File: src/rtl/usart_command_transmitter.sv
// usart_command_transmitter
//   Packs one command/address/data tuple into a 48-bit message and sends it
//   as 6 UART 8N1 bytes, most-significant byte first, LSB first within a byte.
//   Optional idle bit periods (GAP_BITS) separate consecutive bytes.
//
// Ports
//   clk        system clock, rising edge
//   reset      synchronous, active-high
//   i_valid    request to send; accepted when i_valid && o_ready
//   o_ready    registered, high while the FSM is idle
//   i_command  command code        -> msg[47:43]
//   i_address  register address    -> msg[39:32]
//   i_data     payload             -> msg[31:0]
//   o_tx       registered UART line, idle high
//   o_busy     high from the cycle after accept through the last stop bit
//   o_done     one-cycle pulse on the first idle cycle after the last stop bit
module usart_command_transmitter #(
    parameter int MSG_LENGTH    = 48,
    parameter int COMMAND_WIDTH = 5,
    parameter int ADDRWIDTH     = 8,
    parameter int DATA_LENGTH   = 32,
    parameter int CLKS_PER_BIT  = 868,
    parameter int GAP_BITS      = 0
) (
    input  logic                     clk,
    input  logic                     reset,
    input  logic                     i_valid,
    output logic                     o_ready,
    input  logic [COMMAND_WIDTH-1:0] i_command,
    input  logic [ADDRWIDTH-1:0]     i_address,
    input  logic [DATA_LENGTH-1:0]   i_data,
    output logic                     o_tx,
    output logic                     o_busy,
    output logic                     o_done
);

    localparam int              BW        = (CLKS_PER_BIT > 1) ? $clog2(CLKS_PER_BIT) : 1;
    localparam logic [BW-1:0]   BAUD_LAST = BW'(CLKS_PER_BIT - 1);
    localparam logic [3:0]      GAP_LAST  = 4'((GAP_BITS > 0) ? GAP_BITS - 1 : 0);
    localparam logic [2:0]      LAST_BYTE = 3'(MSG_LENGTH / 8 - 1);

    typedef enum logic [2:0] {IDLE, START, DATA, STOP, GAP} state_t;

    state_t                state, state_n;
    logic [BW-1:0]         baud, baud_n;
    logic [2:0]            bit_idx, bit_n;
    logic [2:0]            byte_idx, byte_n;
    logic [3:0]            gap_cnt, gap_n;
    logic [MSG_LENGTH-1:0] shift, shift_n;
    logic [7:0]            cur_byte;
    logic                  done_n;
    logic                  tx_n;
    logic                  bit_end;

    assign bit_end = (baud == BAUD_LAST);

    always_comb begin
        state_n  = state;
        baud_n   = baud;
        bit_n    = bit_idx;
        byte_n   = byte_idx;
        gap_n    = gap_cnt;
        shift_n  = shift;
        done_n   = 1'b0;
        cur_byte = 8'h00;
        tx_n     = 1'b1;

        // Baud counter runs only while a frame is on the line
        if (state != IDLE)
            baud_n = bit_end ? '0 : baud + 1'b1;

        case (state)
            IDLE: begin
                baud_n = '0;
                if (i_valid && o_ready) begin
                    state_n = START;
                    byte_n  = 3'd0;
                    bit_n   = 3'd0;
                    gap_n   = 4'd0;
                    shift_n = MSG_LENGTH'({i_command, 3'b000, i_address, i_data});
                end
            end
            START: begin
                if (bit_end) begin
                    state_n = DATA;
                    bit_n   = 3'd0;
                end
            end
            DATA: begin
                if (bit_end) begin
                    if (bit_idx == 3'd7) state_n = STOP;
                    else                 bit_n   = bit_idx + 3'd1;
                end
            end
            STOP: begin
                if (bit_end) begin
                    if (byte_idx == LAST_BYTE) begin
                        state_n = IDLE;
                        done_n  = 1'b1;
                    end else begin
                        // Next byte moves into the top of the shift register
                        byte_n  = byte_idx + 3'd1;
                        shift_n = shift << 8;
                        gap_n   = 4'd0;
                        state_n = (GAP_BITS > 0) ? GAP : START;
                    end
                end
            end
            GAP: begin
                if (bit_end) begin
                    if (gap_cnt == GAP_LAST) state_n = START;
                    else                     gap_n   = gap_cnt + 4'd1;
                end
            end
            default: state_n = IDLE;
        endcase

        // Line level is derived from the next state so o_tx can be registered
        // without adding a cycle of latency.
        cur_byte = shift_n[MSG_LENGTH-1 -: 8];
        case (state_n)
            START:   tx_n = 1'b0;
            DATA:    tx_n = cur_byte[bit_n];
            default: tx_n = 1'b1;
        endcase
    end

    always_ff @(posedge clk) begin
        if (reset) begin
            state    <= IDLE;
            baud     <= '0;
            bit_idx  <= 3'd0;
            byte_idx <= 3'd0;
            gap_cnt  <= 4'd0;
            shift    <= '0;
            o_tx     <= 1'b1;
            o_ready  <= 1'b1;
            o_busy   <= 1'b0;
            o_done   <= 1'b0;
        end else begin
            state    <= state_n;
            baud     <= baud_n;
            bit_idx  <= bit_n;
            byte_idx <= byte_n;
            gap_cnt  <= gap_n;
            shift    <= shift_n;
            o_tx     <= tx_n;
            o_ready  <= (state_n == IDLE);
            o_busy   <= (state_n != IDLE);
            o_done   <= done_n;
        end
    end

endmodule
File: config.mk
export PLATFORM = sky130hd
export DESIGN_NAME = usart_command_transmitter
export DESIGN_NICKNAME = d
export VERILOG_FILES = /design/src/rtl/usart_command_transmitter.sv
export SDC_FILE = /design/constraint.sdc
export NUM_CORES = 1
export LEC_CHECK = 0
export CAP_MARGIN = 25
export CORE_ASPECT_RATIO = 0.6
export CORE_MARGIN = 3
export CORE_UTILIZATION = 57
export CTS_CLUSTER_SIZE = 30
export DETAILED_ROUTE_END_ITERATION = 8
export PLACE_DENSITY = 0.91
export SLEW_MARGIN = 20
export SYNTH_ARGS = -nofsm -noshare
export SYNTH_HDL_FRONTEND = slang
export SYNTH_SLANG_ARGS = --single-unit
File: constraint.sdc
create_clock -name clk -period 5.4 [get_ports clk]
set_clock_uncertainty 0.2 [all_clocks]
set_input_delay 0.81 -clock clk [delete_from_list [all_inputs] [get_ports clk]]
set_output_delay 0.81 -clock clk [all_outputs]
set_load 0.01 [all_outputs]
## Word level (Yosys, flattened, before mapping)

Cells that the tools add are included.
Widths: inputs -> output; s select.

| storage, ports and cells | value |
|---|---|
| output and inout port bits | 4 |
| input bits | 48 |
| flip-flop bits (word level) | 75 |
| logic and storage cells | 77 |

| cells by class | value |
|---|---|
| bitwise operators | 2 |
| reductions and logical operators | 12 |
| equal/unequal tests | 14 |
| add/sub/neg operators | 4 |
| mux-type cells | 33 |
| magnitude comparators | 1 |

Operator list:

| kind | number |
|---|---|
| $mux 48 | 3 |
| $pmux 48 s2 | 1 |
| $mux 3 | 14 |
| $mux 4 | 5 |
| $pmux 3 s5 | 1 |
| $pmux 4 s3 | 1 |
| $add 10x1->10 const B | 1 |
| $eq 10x10->1 const B | 1 |
| $mux 10 | 1 |
| $ne 2x2->1 const B | 5 |
| $eq 3x2->1 const B | 3 |
| $eq 3x3->1 const B | 3 |
| $pmux 3 s3 | 1 |
| $reduce_bool 3->1 | 3 |
| $add 3x1->3 const B | 2 |
| $eq 3x1->1 const B | 2 |
| $logic_not 3->1 | 2 |
| $pmux 3 s2 | 1 |
| $reduce_and 6->1 | 1 |
| $add 4x1->4 const B | 1 |
| $logic_not 4->1 | 1 |
| $lt 3x4->1 const B | 1 |
| $reduce_and 4->1 | 1 |
| $bmux 1 s3 | 1 |
| 7 further kinds | 10 |

## Logic depth before layout (Yosys ltp)

Gate-level depths: netlist of run 1.

| depth | value |
|---|---|
| word-level depth | 7 |
| depth in mapped cells | 10 |
| mapped depth without buffers | 9 |

## Least setup slack after synthesis of run 1

Ideal clock, no wire load.

| path | value |
|---|---|
| path kind | input-to-reg |
| from | input port i_valid |
| to | register o_tx |
| required time | 5.085 ns |
| arrival | 2.072 ns |
| buffers on the path | 0 |
| path slack | 3.013 ns |
| library setup time | 0.115 ns |
| stages on the path | 7 |
| path through | nand2_1 > and2b_1 > a21oi_4 > a221o_1 > and3_1 > o41a_1 > o21a_1 |

| between the ends | value |
|---|---|
| longest elaborated chain between the ends | 6 |
| elaborated cells on any way between the ends | 12 |
| those cells by class | eq/ne (2); mux (9); reduce/logical (1) |

RTL lines:

| element | RTL line | RTL |
|---|---|---|
| start: declaration | 27 | `input logic i_valid,` |
| $logic_and 1x1->1 * | 75 | `if (i_valid && o_ready) begin` |
| $mux 3 or $mux 48 (tied branches) | 75 |  |
| $pmux 3 s3 or $pmux 48 s2 (tied branches) | 72 | `case (state)` |
| $bmux 1 s3 | 123 | `DATA: tx_n = cur_byte[bit_n];` |
| $mux 1 (implied by the code) | 123 |  |
| $pmux 1 s2 * | 121 | `case (state_n)` |
| end signal: assignment | 147 | `o_tx <= tx_n;` |
| end: declaration | 32 | `output logic o_tx,` |

Every way passes the cells marked *; elsewhere a longest branch is shown, timed or not. The select of a mux whose other input is x is not followed.
A chain may end at the register's enable or synchronous reset.

## Worst setup path in the final report of run 1

Ends and elaborated chain as after synthesis.

==> impl_metrics.tcl, run 1 <==
set metrics [dict create \
    die_w_microns 105 \
    slew_headroom_pct 55.5 \
    endpoint_kind "flop" \
    yosys.cell_types.count 58 \
    cts_tree "built" \
    cts-resized-gates 0 \
    wl_per_cell_microns 16.5 \
    hpwl_microns 5670 \
    root_buffer "clkbuf_8" \
    hold_class "reg2reg" \
    drc 0 \
    io_buffer_count 51 \
    async_flop_share_pct 0 \
    cap_violations 0 \
    required_ns 5.45 \
    worst_pin_slew_ns 0.665 \
    rows 20 \
    syn_to_final_growth_pct 23.2 \
    coreArea_sq_um 5360 \
    run_status "completed" \
    grtUsageTotal_pct 25.5 \
    p_leak_nw 1.44 \
    grt_pass1_wl_microns 13800 \
    hold_buffers 0 \
    firstDrtPassIters 6 \
    clk_latency_ns 0.35 \
    ys_seq_area_share_pct 44.8 \
    critPathMaxFanout 49 \
    period_minus_slack_ns 3.31 \
    overflow 0 \
    fmax_ghz 0.302 \
    hold_viol 0 \
    synth_area_sq_um 3350 \
    ir_worst_vdd_v 0.000160 \
    layoutNonFillerInstCount 510 \
    initial_core_util_pct 62.6 \
    rsz0062_at_grt "no" \
    fin_util_pct 77.1 \
    chipHeight_microns 65.4 \
    numCtsBuffers 9 \
    nets 483 \
    crit_type "in2reg" \
    avgViaCountPerCell 6.03 \
    cts_buffer_depth 2 \
    cts_sinks 75 \
    layout-drive-gt1-share_pct 8.08 \
    antenna_left 0 \
    num_vias 3076 \
    synthCells 390 \
    drt_iter0_drc 347 \
    grt_start_max_net_pins 50 \
    setup_violations 0 \
    cts.clk_slew.worst_paths_ns 0.08 \
    final_max_slew_viol_count 0 \
    crit_arrival_ns 3.36 \
    grt_pass1_vias 2820 \
    fin_hold_ws_ns 0.256 \
    fin_setup_tns_ns 0 \
    dp.cells 494 \
    avgSynthCellArea_sq_um 8.60 \
    antenna_found_initial 0 \
    cts_max_level 3 \
    postCtsSetupBuffers 0 \
    antenna_cells 0 \
    start_kind "primary input" \
    dieArea_sq_um 6870 \
    synth_edf_count 0 \
    drt-total-wl_microns 8400 \
    fin_crit_sh_pct 61.3 \
    gp_congestion 0.882 \
    pin_count 52 \
    ys.flop_type "dfxtp_1" \
    p_per_area_nw_per_um2 308 \
    ys_warn_count 0 \
    synth-seq-cells 75 \
    syn_nets 444 \
]
Yosys cell counts, types with 3 or more instances:
| library cell | number | area share (%) |
|---|---|---|
| dfxtp_1 | 75 | 45 |
| nor2b_1 | 4 | 0.75 |
| mux2i_1 | 3 | 0.90 |
| xor2_1 | 7 | 1.8 |
| and2_1 | 3 | 0.56 |
| nand4_1 | 4 | 0.75 |
| nand2b_1 | 4 | 0.75 |
| clkbuf_1 | 18 | 2.0 |
| buf_2 | 5 | 0.75 |
| nor3_1 | 10 | 1.5 |
| ha_1 | 6 | 2.2 |
| nand2_1 | 55 | 6.2 |
| inv_1 | 6 | 0.67 |
| a21oi_1 | 48 | 7.2 |
| a22oi_1 | 35 | 7.8 |
| nor2_1 | 29 | 3.2 |
| nand3_1 | 19 | 2.8 |
| o22ai_1 | 3 | 0.56 |
| xnor2_1 | 7 | 1.8 |
worst max-delay path, cell delays in order:
cell and delay (ns):
clkdlybuf4s50_1 0.48, nand2_1 0.09, and2b_1 0.20, buf_4 0.42
a21oi_4 0.17, buf_16 0.22, a221o_1 0.29, and3_1 0.16
o41a_1 0.37, o21a_1 0.11
stage by stage:
step	area (sq um)	power (mW)	setup WS, ns
after floorplan	3350	0.696	3.01
after global placement	3840	0.752	1.79
after detailed placement	3860	0.759	1.66
after CTS	4100	1.27	2.03
after global routing	4130	1.32	1.99
final	4130	1.27	2.09
flip-flops by register name (all words and copies together), names as in the netlist:
name / flops
o_tx: 1
state: 3
byte_idx: 3
shift: 48
baud: 10
o_busy: 1
o_ready: 1
gap_cnt: 4
bit_idx: 3
o_done: 1
power by group:
group	internal [mW]	switching (mW)	total [mW]
Combinational	0.0763	0.0788	0.155
Clock	0.306	0.209	0.515
Sequential	0.582	0.0196	0.601
kinds of logic (layout without fill, tap and decap cells):
family	after synthesis	count (layout)	synth area share (%)
mux	4	4	1.23
buf+inv	33	76	4.44
fa+ha+maj	6	6	2.24
simple gates	147	147	21.5
flops	75	75	44.8
xor+xnor	14	14	3.66
compound gates	111	111	22.2
routing by layer:
metal  up-vias  GRT usage [%]  wire length (microns)
met1      1421           33.6                   3610
met2       155           38.0                   3780
met3        26           10.5                    842
met4         0           8.02                    172
met5         -              0                      0
li1       1474              -                      -
cell usage in the layout (no fill, tap or decap), types with 2 or more instances in the layout:
cell             count
a21oi_1             48
a21oi_2              2
a221o_1              2
a22oi_1             35
a31oi_1              2
a32o_1               2
and2_1               3
and3_1               2
buf_4                2
bufinv_16            3
clkbuf_8             9
clkdlybuf4s50_1     50
clkinv_4             2
dfxtp_1             75
ha_1                 6
inv_1                6
mux2i_1              3
nand2_1             55
nand2b_1             4
nand3_1             19
nand3b_1             2
nand4_1              4
nor2_1              29
nor2b_1              4
nor3_1              10
o211ai_1             2
o21a_1               2
o21ai_1              2
o22ai_1              3
xnor2_1              7
xor2_1               7
final timing paths:
| path | startpoint | endpoint | slack (ns) | cells after the start |
|---|---|---|---|---|
| min | shift[22] | shift[22] | 0.26 | 2 |
| max reg2reg | state[2] | o_tx | 2.30 | 9 |
| max | i_valid | o_tx | 2.09 | 10 |
| min reg2reg | shift[22] | shift[22] | 0.26 | 2 |
final cells by class:
class                      instances  area, sq um
clock inverter                     6          115
tap                               77         96.3
clock buffer                       9          124
fill                             402         1220
timing repair buffer              55          568
inverter                           6         22.5
multi-input combinational        282         1700
sequential                        75         1500
(Power assumes the default switching activity.)
==> run 2, diff against run 1 <==
--- a/config.mk
+++ b/config.mk
@@ -8,10 +8,10 @@
 export CAP_MARGIN = 25
 export CORE_ASPECT_RATIO = 0.6
 export CORE_MARGIN = 3
-export CORE_UTILIZATION = 57
+export CORE_UTILIZATION = 53
 export CTS_CLUSTER_SIZE = 30
 export DETAILED_ROUTE_END_ITERATION = 8
-export PLACE_DENSITY = 0.91
+export PLACE_DENSITY = 0.86
 export SLEW_MARGIN = 20
 export SYNTH_ARGS = -nofsm -noshare
 export SYNTH_HDL_FRONTEND = slang
==> constraint.sdc (replaced) <==
create_clock -name clk -period 3.1 [get_ports clk]
set_clock_uncertainty 0.2 [all_clocks]
set_input_delay 0.465 -clock clk [delete_from_list [all_inputs] [get_ports clk]]
set_output_delay 0.465 -clock clk [all_outputs]
set_load 0.01 [all_outputs]
==> impl_metrics.tcl, run 2 (synthesis gave the netlist of run 1 again) <==
set metrics [dict create \
    cts_tree "built" \
    hold-path-cell-count 2 \
    grtUsageTotal_pct 24.3 \
    layout_common_cells "dfxtp_1 (75), nand2_1 (55), clkdlybuf4s50_1 (50)" \
    r2r_end "o_tx" \
    drt_iter0_drc 281 \
    p_per_area_nw_per_um2 494 \
    root_buffer "clkbuf_8" \
    startpoint "baud[0]" \
    crit_type "reg2reg" \
    slowest_delay_ns 0.38 \
    cp_cell_sequence "ha_1 > and4b_1 > nand3_2 > nor2_2 > o211ai_1 > and3_1 > o41a_1 > o21a_1" \
    largest_reg_flops 48 \
    rsz0062_at_grt "no" \
    cp_num_buf_inv 0 \
    ir_worst_vdd_v 0.000238 \
    endpoint_kind "flop" \
    largest-register "shift" \
    reg2reg_slack_ns 0.44 \
    numCtsBuffers 9 \
    setup_violations 0 \
    r2r_start "baud[0]" \
    p_seq_share_pct 52.1 \
    p_clk_share_pct 35.0 \
    final_max_slew_viol_count 0 \
    hold_viol 0 \
    antenna_cells 0 \
    dieArea_sq_um 7350 \
    die_w_microns 109 \
    start_kind "flop" \
    wl_per_cell_microns 16.1 \
    nets 486 \
    antenna_left 0 \
    p_sw_mw 0.553 \
    cts_max_level 3 \
    reg.largest.list "shift (48), baud (10), gap_cnt (4)" \
    avgViaCountPerCell 5.95 \
    antenna_found_initial 0 \
    grt_pass1_wl_microns 13800 \
    rows 21 \
    fin_total_pwr_mw 2.01 \
    hold_class "reg2reg" \
    run_status "completed" \
    cap_violations 0 \
    drt-total-wl_microns 8300 \
    critPathSlowestCell "dfxtp_1" \
    internal_power_mw 1.46 \
    grt_start_max_net_pins 45 \
    dpl_cell_area_sq_um 3890 \
    hpwl_microns 5830 \
    p_leak_nw 1.41 \
    num_vias 3076 \
    drc 0 \
    cts-resized-gates 0 \
    coreArea_sq_um 5830 \
    overflow 0 \
    worst_pin_slew_ns 0.564 \
    num-fill-cells 442 \
    io_buffer_count 51 \
    fin_crit_sh_pct 85.8 \
    crit_arrival_ns 2.72 \
    hold_buffers 0 \
    postCtsSetupBuffers 0 \
    min_delay_worst_endpoint "shift[29]" \
    fin_area_sq_um 4070 \
    min_from "shift[29]" \
    cts.clk_slew.worst_paths_ns 0.08 \
    cts_sinks 75 \
    switching_share_pct 27.5 \
    grt_pass1_vias 2828 \
    cts_buffer_depth 2 \
    cp_top_family "simple AND/OR/NAND/NOR gates" \
    clk_latency_ns 0.36 \
    chipHeight_microns 67.6 \
    firstDrtPassIters 5 \
    syn_to_final_growth_pct 21.4 \
    p_comb_share_pct 12.9 \
    period_minus_slack_ns 2.66 \
    pin_count 52 \
    gp_congestion 0.923 \
    regArea_sq_um 1500 \
    slew_headroom_pct 62.4 \
    fmax_ghz 0.376 \
    layout-drive-gt1-share_pct 8.92 \
    fin_setup_tns_ns 0 \
    critPathMaxFanout 9 \
    multi_input_area_sq_um 1700 \
    final_common_cell "dfxtp_1" \
    ff2ff_path_depth 8 \
    initial_core_util_pct 57.5 \
    fin_util_pct 69.8 \
    required_ns 3.15 \
]
[run 2: cell types whose count changed in the layout (fill, tap and decap cells not counted), sizes merged]
| cell | delta |
|---|---|
| clkinvlp | +3 |
| inv | +2 |
| clkbuf | +1 |
| buf | +3 |
| clkinv | -2 |
| bufinv | -3 |
[run 2: how the worst max path moves through the flow]
| stage | slack [ns] | endpoint | cells past startpoint |
|---|---|---|---|
| floorplan | 0.77 | o_tx | 9 |
| global placement | 0.46 | o_tx | 8 |
| detailed placement | 0.40 | o_tx | 8 |
| CTS | 0.47 | o_tx | 8 |
| global route | 0.29 | o_tx | 8 |
| finish | 0.44 | o_tx | 8 |
[run 2: area by class of cell]
type | instances | area share, %
Tap cell | 80 | 2.46
Clock buffer | 10 | 3.38
Timing Repair Buffer | 58 | 13.7
Clock inverter | 6 | 1.17
Multi-Input combinational cell | 282 | 41.9
Sequential cell | 75 | 36.9
Inverter | 6 | 0.553
[run 2: power groups by stage]
stage / Combinational (mW) / Clock [mW] / Sequential (mW)
after floorplan: 0.155 / 0 / 1.06
after global routing: 0.290 / 0.743 / 1.05
final: 0.259 / 0.704 / 1.05
after detailed placement: 0.256 / 0 / 1.07
after global placement: 0.249 / 0 / 1.07
after CTS: 0.258 / 0.717 / 1.05
[run 2: worst reg2reg max path, delay by kind of cell, from the launching register on]
kind                     cells  cell delay (ns)
flip-flops                   1             0.38
AO/OA/AOI/OAI                3             0.66
adder cells (fa/ha/maj)      1             0.21
AND/OR/NAND/NOR              4             1.12
[run 2: routing by layer]
metal  routed length [microns]  part of all wire, %  track usage (%)  up-vias
met5                         0                    0                0        -
met3                       812                  9.8             8.21       14
met4                        88                  1.1             7.24        0
li1                          -                    -                -     1472
met2                      3640                   44             35.8      135
met1                      3770                   45             33.6     1455
[run 2: metrics by stage]
stage / hold WS, ns / setup WS [ns] / std cells
global route: 0.276 / 0.286 / 517
finish: 0.259 / 0.439 / 517
CTS: 0.260 / 0.470 / 517
detailed placement: 0.249 / 0.404 / 501
global placement: 0.241 / 0.459 / 501
floorplan: 0.230 / 0.768 / 390
